## src/rtl/pulse_seq_pkg.sv

```systemverilog
// Shared symbol encoding, default pattern and partial-match helper for pulse_seq_detector.
// Combinational helpers only: no latency, no flow control.
// Pure definitions package: no backpressure.
package pulse_seq_pkg;

    localparam logic     SYM_X1          = 1'b0;
    localparam logic     SYM_X2          = 1'b1;
    localparam int       MAX_LEN         = 8;
    localparam logic [2:0] DEFAULT_PATTERN = {SYM_X2, SYM_X2, SYM_X1};

    // Longest k < len such that the newest k history symbols (hist[len-1] newest)
    // spell the first k pattern symbols in arrival order; only filled slots count.
    function automatic logic [3:0] calc_prog(
        input logic [MAX_LEN-1:0] hist,
        input logic [3:0]         fill,
        input logic [MAX_LEN-1:0] pat,
        input int                 len
    );
        logic [3:0] best;
        logic       ok;
        int         idx;
        best = '0;
        for (int k = 1; k < MAX_LEN; k++) begin
            if (k < len && k <= int'(fill)) begin
                ok = 1'b1;
                for (int j = 0; j < MAX_LEN; j++) begin
                    if (j < k) begin
                        idx = len - k + j;
                        if (hist[idx[2:0]] != pat[j]) ok = 1'b0;
                    end
                end
                if (ok) best = 4'(k);
            end
        end
        return best;
    endfunction

endpackage

```

## src/rtl/pulse_sync_edge.sv

```systemverilog
// Synchronises one raw async level and emits a single-cycle pulse on its rising edge.
// Latency: level sampled high at edge k gives sym high between edges k+1 and k+2.
// No backpressure: free-running, sym is never held.
module pulse_sync_edge (
    input  logic clk,
    input  logic rst,
    input  logic din,
    output logic sym
);

    logic meta_q;
    logic sync_q;
    logic prev_q;

    always_ff @(posedge clk) begin
        if (rst) begin
            meta_q <= 1'b0;
            sync_q <= 1'b0;
            prev_q <= 1'b0;
        end else begin
            meta_q <= din;
            sync_q <= meta_q;
            prev_q <= sync_q;
        end
    end

    assign sym = sync_q & ~prev_q;

endmodule

```

## src/rtl/pulse_seq_detector.sv

```systemverilog
// Matches a programmable LEN-symbol sequence of x1/x2 pulses, with progress and match count.
// Latency: outputs register on the edge that consumes a symbol (2 edges after x is sampled).
// No backpressure: symbols arriving while en=0 are dropped, never queued.
module pulse_seq_detector
    import pulse_seq_pkg::*;
#(
    parameter int             LEN           = 3,
    parameter logic [LEN-1:0] PATTERN       = LEN'(DEFAULT_PATTERN),
    parameter bit             OVERLAP       = 1'b0,
    parameter bit             ILLEGAL_RESET = 1'b1,
    parameter int             CNT_W         = 8
) (
    input  logic                       clk,
    input  logic                       rst,
    input  logic                       x1,
    input  logic                       x2,
    input  logic                       en,
    input  logic                       clr,
    output logic                       z_pulse,
    output logic                       z_level,
    output logic                       err,
    output logic [$clog2(LEN+1)-1:0]   prog,
    output logic [CNT_W-1:0]           match_cnt
);

    localparam int            FW   = $clog2(LEN + 1);
    localparam logic [FW-1:0] FULL = FW'(LEN);

    logic             sym1, sym2, sym_val;
    logic             acc, ill, hit;
    logic [LEN-1:0]   hist_q, hist_d, hist_sh;
    logic [FW-1:0]    fill_q, fill_d, fill_sh, prog_d;
    logic             z_pulse_d, z_level_d, err_d;
    logic [CNT_W-1:0] cnt_d;

    pulse_sync_edge u_sync_x1 (.clk(clk), .rst(rst), .din(x1), .sym(sym1));
    pulse_sync_edge u_sync_x2 (.clk(clk), .rst(rst), .din(x2), .sym(sym2));

    assign acc     = en & (sym1 ^ sym2);
    assign ill     = en & sym1 & sym2;
    assign sym_val = sym2 ? SYM_X2 : SYM_X1;
    // Newest symbol enters at the MSB so a full history reads PATTERN bit-for-bit.
    assign hist_sh = {sym_val, hist_q[LEN-1:1]};
    assign fill_sh = (fill_q == FULL) ? FULL : fill_q + FW'(1);
    assign hit     = (fill_sh == FULL) && (hist_sh == PATTERN);

    always_comb begin
        hist_d    = hist_q;
        fill_d    = fill_q;
        prog_d    = prog;
        z_pulse_d = 1'b0;
        z_level_d = z_level;
        err_d     = 1'b0;
        cnt_d     = match_cnt;

        if (ill) begin
            err_d = 1'b1;
            if (ILLEGAL_RESET) begin
                hist_d    = '0;
                fill_d    = '0;
                prog_d    = '0;
                z_level_d = 1'b0;
            end
        end else if (acc) begin
            z_pulse_d = hit;
            z_level_d = hit;
            if (hit && !OVERLAP) begin
                hist_d = '0;
                fill_d = '0;
                prog_d = '0;
            end else begin
                hist_d = hist_sh;
                fill_d = fill_sh;
                prog_d = FW'(calc_prog(MAX_LEN'(hist_sh), 4'(fill_sh),
                                       MAX_LEN'(PATTERN), LEN));
            end
            if (hit && match_cnt != '1) cnt_d = match_cnt + CNT_W'(1);
        end

        if (clr) cnt_d = '0;
    end

    always_ff @(posedge clk) begin
        if (rst) begin
            hist_q    <= '0;
            fill_q    <= '0;
            prog      <= '0;
            z_pulse   <= 1'b0;
            z_level   <= 1'b0;
            err       <= 1'b0;
            match_cnt <= '0;
        end else begin
            hist_q    <= hist_d;
            fill_q    <= fill_d;
            prog      <= prog_d;
            z_pulse   <= z_pulse_d;
            z_level   <= z_level_d;
            err       <= err_d;
            match_cnt <= cnt_d;
        end
    end

endmodule

```

## config.mk

```make
export PLATFORM = sky130hd
export DESIGN_NAME = pulse_seq_detector
export DESIGN_NICKNAME = d
export VERILOG_FILES = /design/src/rtl/pulse_seq_pkg.sv /design/src/rtl/pulse_sync_edge.sv /design/src/rtl/pulse_seq_detector.sv
export SDC_FILE = /design/constraint.sdc
export NUM_CORES = 1
export LEC_CHECK = 0
export ABC_CLOCK_PERIOD_IN_PS = 1900
export BUFFER_PORTS_ARGS = -buffer_cell sky130_fd_sc_hd__buf_4
export CAP_MARGIN = 10
export CORE_MARGIN = 3
export CORE_UTILIZATION = 40
export DETAILED_ROUTE_END_ITERATION = 12
export PLACE_DENSITY_LB_ADDON = 0.3
export SYNTH_ARGS = -nofsm -noshare
export SYNTH_HDL_FRONTEND = slang
export SYNTH_HIERARCHICAL = 1
export SYNTH_SLANG_ARGS = --single-unit
```

## constraint.sdc

```tcl
create_clock -name clk -period 1.9 [get_ports clk]
set_input_delay 0.38 -clock clk [delete_from_list [all_inputs] [get_ports clk]]
set_output_delay 0.38 -clock clk [all_outputs]
set_load 0.1 [all_outputs]
```

==> summary.md <==
| Metric | Value |
|---|---|
| GRT Util Overall | 0.143 |
| Slowest stage delay, CP | 360 ps |
| Fmax | 656 MHz |
| Clk slew on worst S/H paths | 120 ps |
| Synth Area per Inst | 9.36 sq um |
| GP Congestion | 0.818 |
| CP Launch Type | register |
| DRC viols | 0 |
| Worst slew pin tran | 279 ps |
| Yosys warning count | 6 |
| Maximum vdd drop | 0.317 mV |
| Crit-path cells | nor2b_2, and3b_4, o211ai_4, or3_1, a21oi_1 |
| Sequential share of the synthesized area | 0.502 |
| Cell Area, Synth | 917 sq um |
| Vias in the first global route | 709 |
| Fillers | 191 |
| CP top delay family | simple AND/OR/NAND/NOR gates |
| Post-CTS Hold Fix Bufs | 0 |
| Placed cells | 141 |
| WS Path Type | reg -> reg |
| Horizontal die dimension | 53.9 microns |
| Post-DRT Antenna Nets | 0 |
| Pin count of the biggest net entering global routing | 14 |
| Max-cap viol count | 0 |
| Layout Skew | 7.75 ps |
| Final wirelength | 1690 microns |
| Post-route insts no fill | 145 |
| Slew Viols, Final | 0 |
| Hold Vio Cnt, Final | 0 |
| Crit path max fanout | 7 |
| Post_cts resized | 0 |
| Synth Instances | 98 |
| Critical Path RT | 2160 ps |
| Grt total ovfl | 0 |
| Seq cells post-synth | 23 |
| Core Area | 2060 sq um |
| Die Height | 53.9 microns |
| CTS buffer count | 3 |
| Via total after detailed routing | 748 |
| IO Port Bufs | 18 |
| Root buffer cell | clkbuf_4 |
| Worst setup EP type | register |
| Hold crit path type | in -> reg |
| WP buf/inv | 0 |
| Mapped Nets | 105 |
| Clock sink count | 23 |
| DIE AREA | 2900 sq um |
| Initial core utilization | 0.445 |
| Final worst-path cycle share | 0.802 |
| Fraction of layout cells with a size suffix above 1 | 0.322 |
| Final setup fails | 0 |
| CP arrival | 1780 ps |
| First-pass GRT wire length | 2970 microns |
| Clk buf depth | 2 |
| Met1 GRT Util | 0.169 |
| Per-cell routed wire length | 11.7 microns |
| Met3 Usage GRT | 0.0277 |
| GR met2 Demand/Resource | 0.226 |
| Post-DP HPWL | 1210 microns |
| Netlist cell types | 31 |
| TritonCTS clock tree | yes |
| Initial antenna violation count | 0 |
| Status | completed |
| Max-slew headroom | 0.815 |
| Layout Nets | 126 |
| N_diodes | 0 |
| Pre-Repair DR Iteration Count | 4 |
| Final setup TNS | 0 ps |
| Area grow syn2layout | 21.6% |
| Final Hold Slack | 264 ps |
| Row count | 16 |
| P_leak | 0.447 nW |
| Min Clock Period, post-route | 1520 ps |
| Fin util | 0.541 |
| Later-pin clock latency in the skew report | 320 ps |
| First-iteration detailed-routing DRC count | 6 |
| RSZ-0062 raised after global routing | no |
| Slowest CP cell | or3_1 |
| P per Cell Area | 688 nW/um^2 |
| GRT Max-Usage Layer | met2 |
| Io pins | 19 |
| H-tree levels | 1 |
| Vias per cell | 5.16 |
| Postcts setup bufs | 0 |
-- registers in the layout, summed over array words and instances (netlist names) --
signal	flops
z_pulse	1
u_sync_x1/sync_q	1
u_sync_x2/sync_q	1
prog	2
z_level	1
fill_q	2
u_sync_x2/prev_q	1
hist_q	2
u_sync_x1/meta_q	1
match_cnt	8
u_sync_x2/meta_q	1
u_sync_x1/prev_q	1
err	1
-- final cells by class --
type | count | area (sq um) | share of cell area
Clock buffer | 3 | 22.5 | 0.0202
Clock inverter | 1 | 5.00 | 0.00449
Inverter | 2 | 7.51 | 0.00673
Multi-Input combinational cell | 71 | 440 | 0.395
Sequential cell | 23 | 470 | 0.422
Tap cell | 27 | 33.8 | 0.0303
Timing Repair Buffer | 18 | 135 | 0.121
-- through the flow --
stage	setup WS (ps)	total power (W)	area (sq um)
floorplan	184	0.000538	927
global placement	467	0.000554	1090
detailed placement	419	0.000555	1090
CTS	391	0.000775	1110
global route	279	0.000799	1110
finish	375	0.000767	1110
-- worst reg2reg max path: stages, from the launching register on --
cell and delay, ps:
dfxtp_1 350, nor2b_2 240, and3b_4 280, o211ai_4 120, or3_1 360, a21oi_1 140
-- power breakdown --
group	switching (W)	internal, W
sequential	0.00000386	0.000490
clock	0.000145	0.0000789
combinational	0.0000303	0.0000194
-- layout by cell type, fill, tap and decap left out, drive strengths merged --
master / count
or2: 1
dfxtp: 23
a21bo: 1
buf: 18
and3: 2
inv: 2
mux2i: 1
nand2b: 2
clkinv: 1
a211oi: 1
and3b: 2
and2: 2
ha: 1
o21ai: 4
nand3: 4
clkbuf: 3
nand3b: 1
nand2: 6
nor3: 1
nor2b: 9
xnor2: 1
o2111ai: 1
nand4: 2
a21oi: 11
and4: 1
nor2: 10
xor2: 2
o211ai: 1
or3: 4
-- per-layer routing --
layer  vias up  wire, microns
met5         -              0
met1       344            781
met4         0             49
met2        19            768
met3         6             92
li1        379              -
-- cells in the mapped netlist, drive strengths merged --
cell / number / area [sq um]
dfxtp: 23 / 460
a21oi: 11 / 55.1
nor2: 10 / 37.5
nor2b: 9 / 61.3
nand2: 6 / 25.0
nand3: 4 / 20.0
o21ai: 4 / 20.0
or3: 4 / 25.0
and2: 2 / 12.5
and3: 2 / 12.5
and3b: 2 / 22.5
buf: 2 / 8.75
inv: 2 / 7.51
nand2b: 2 / 12.5
nand4: 2 / 12.5
xor2: 2 / 17.5
a211oi: 1 / 7.51
a21bo: 1 / 10.0
and4: 1 / 8.76
ha: 1 / 12.5
mux2i: 1 / 10.0
nand3b: 1 / 7.51
nor3: 1 / 5.00
o2111ai: 1 / 8.76
o211ai: 1 / 21.3
or2: 1 / 6.26
xnor2: 1 / 8.76
-- cell families after synthesis --
kind of cell,count (synthesis),share of synthesized area
xor+xnor,3,0.0287
simple gates,47,0.293
buf+inv,4,0.0177
flops,23,0.502
compound gates,19,0.134
fa+ha+maj,1,0.0136
mux,1,0.0109
-- final timing paths --
kind                                                   from                          end  slack [ps]  cells after the start
worst max register to register  u_sync_x2/sync_q$_SDFF_PP0_    match_cnt[5]$_SDFFE_PP0P_         380                      5
worst min-delay path                                    rst  u_sync_x1/prev_q$_SDFF_PP0_         260                      2
worst min register to register  u_sync_x2/meta_q$_SDFF_PP0_  u_sync_x2/sync_q$_SDFF_PP0_         450                      1
worst max-delay path            u_sync_x2/sync_q$_SDFF_PP0_    match_cnt[5]$_SDFFE_PP0P_         380                      5
Power figures use the tool's default switching activity.
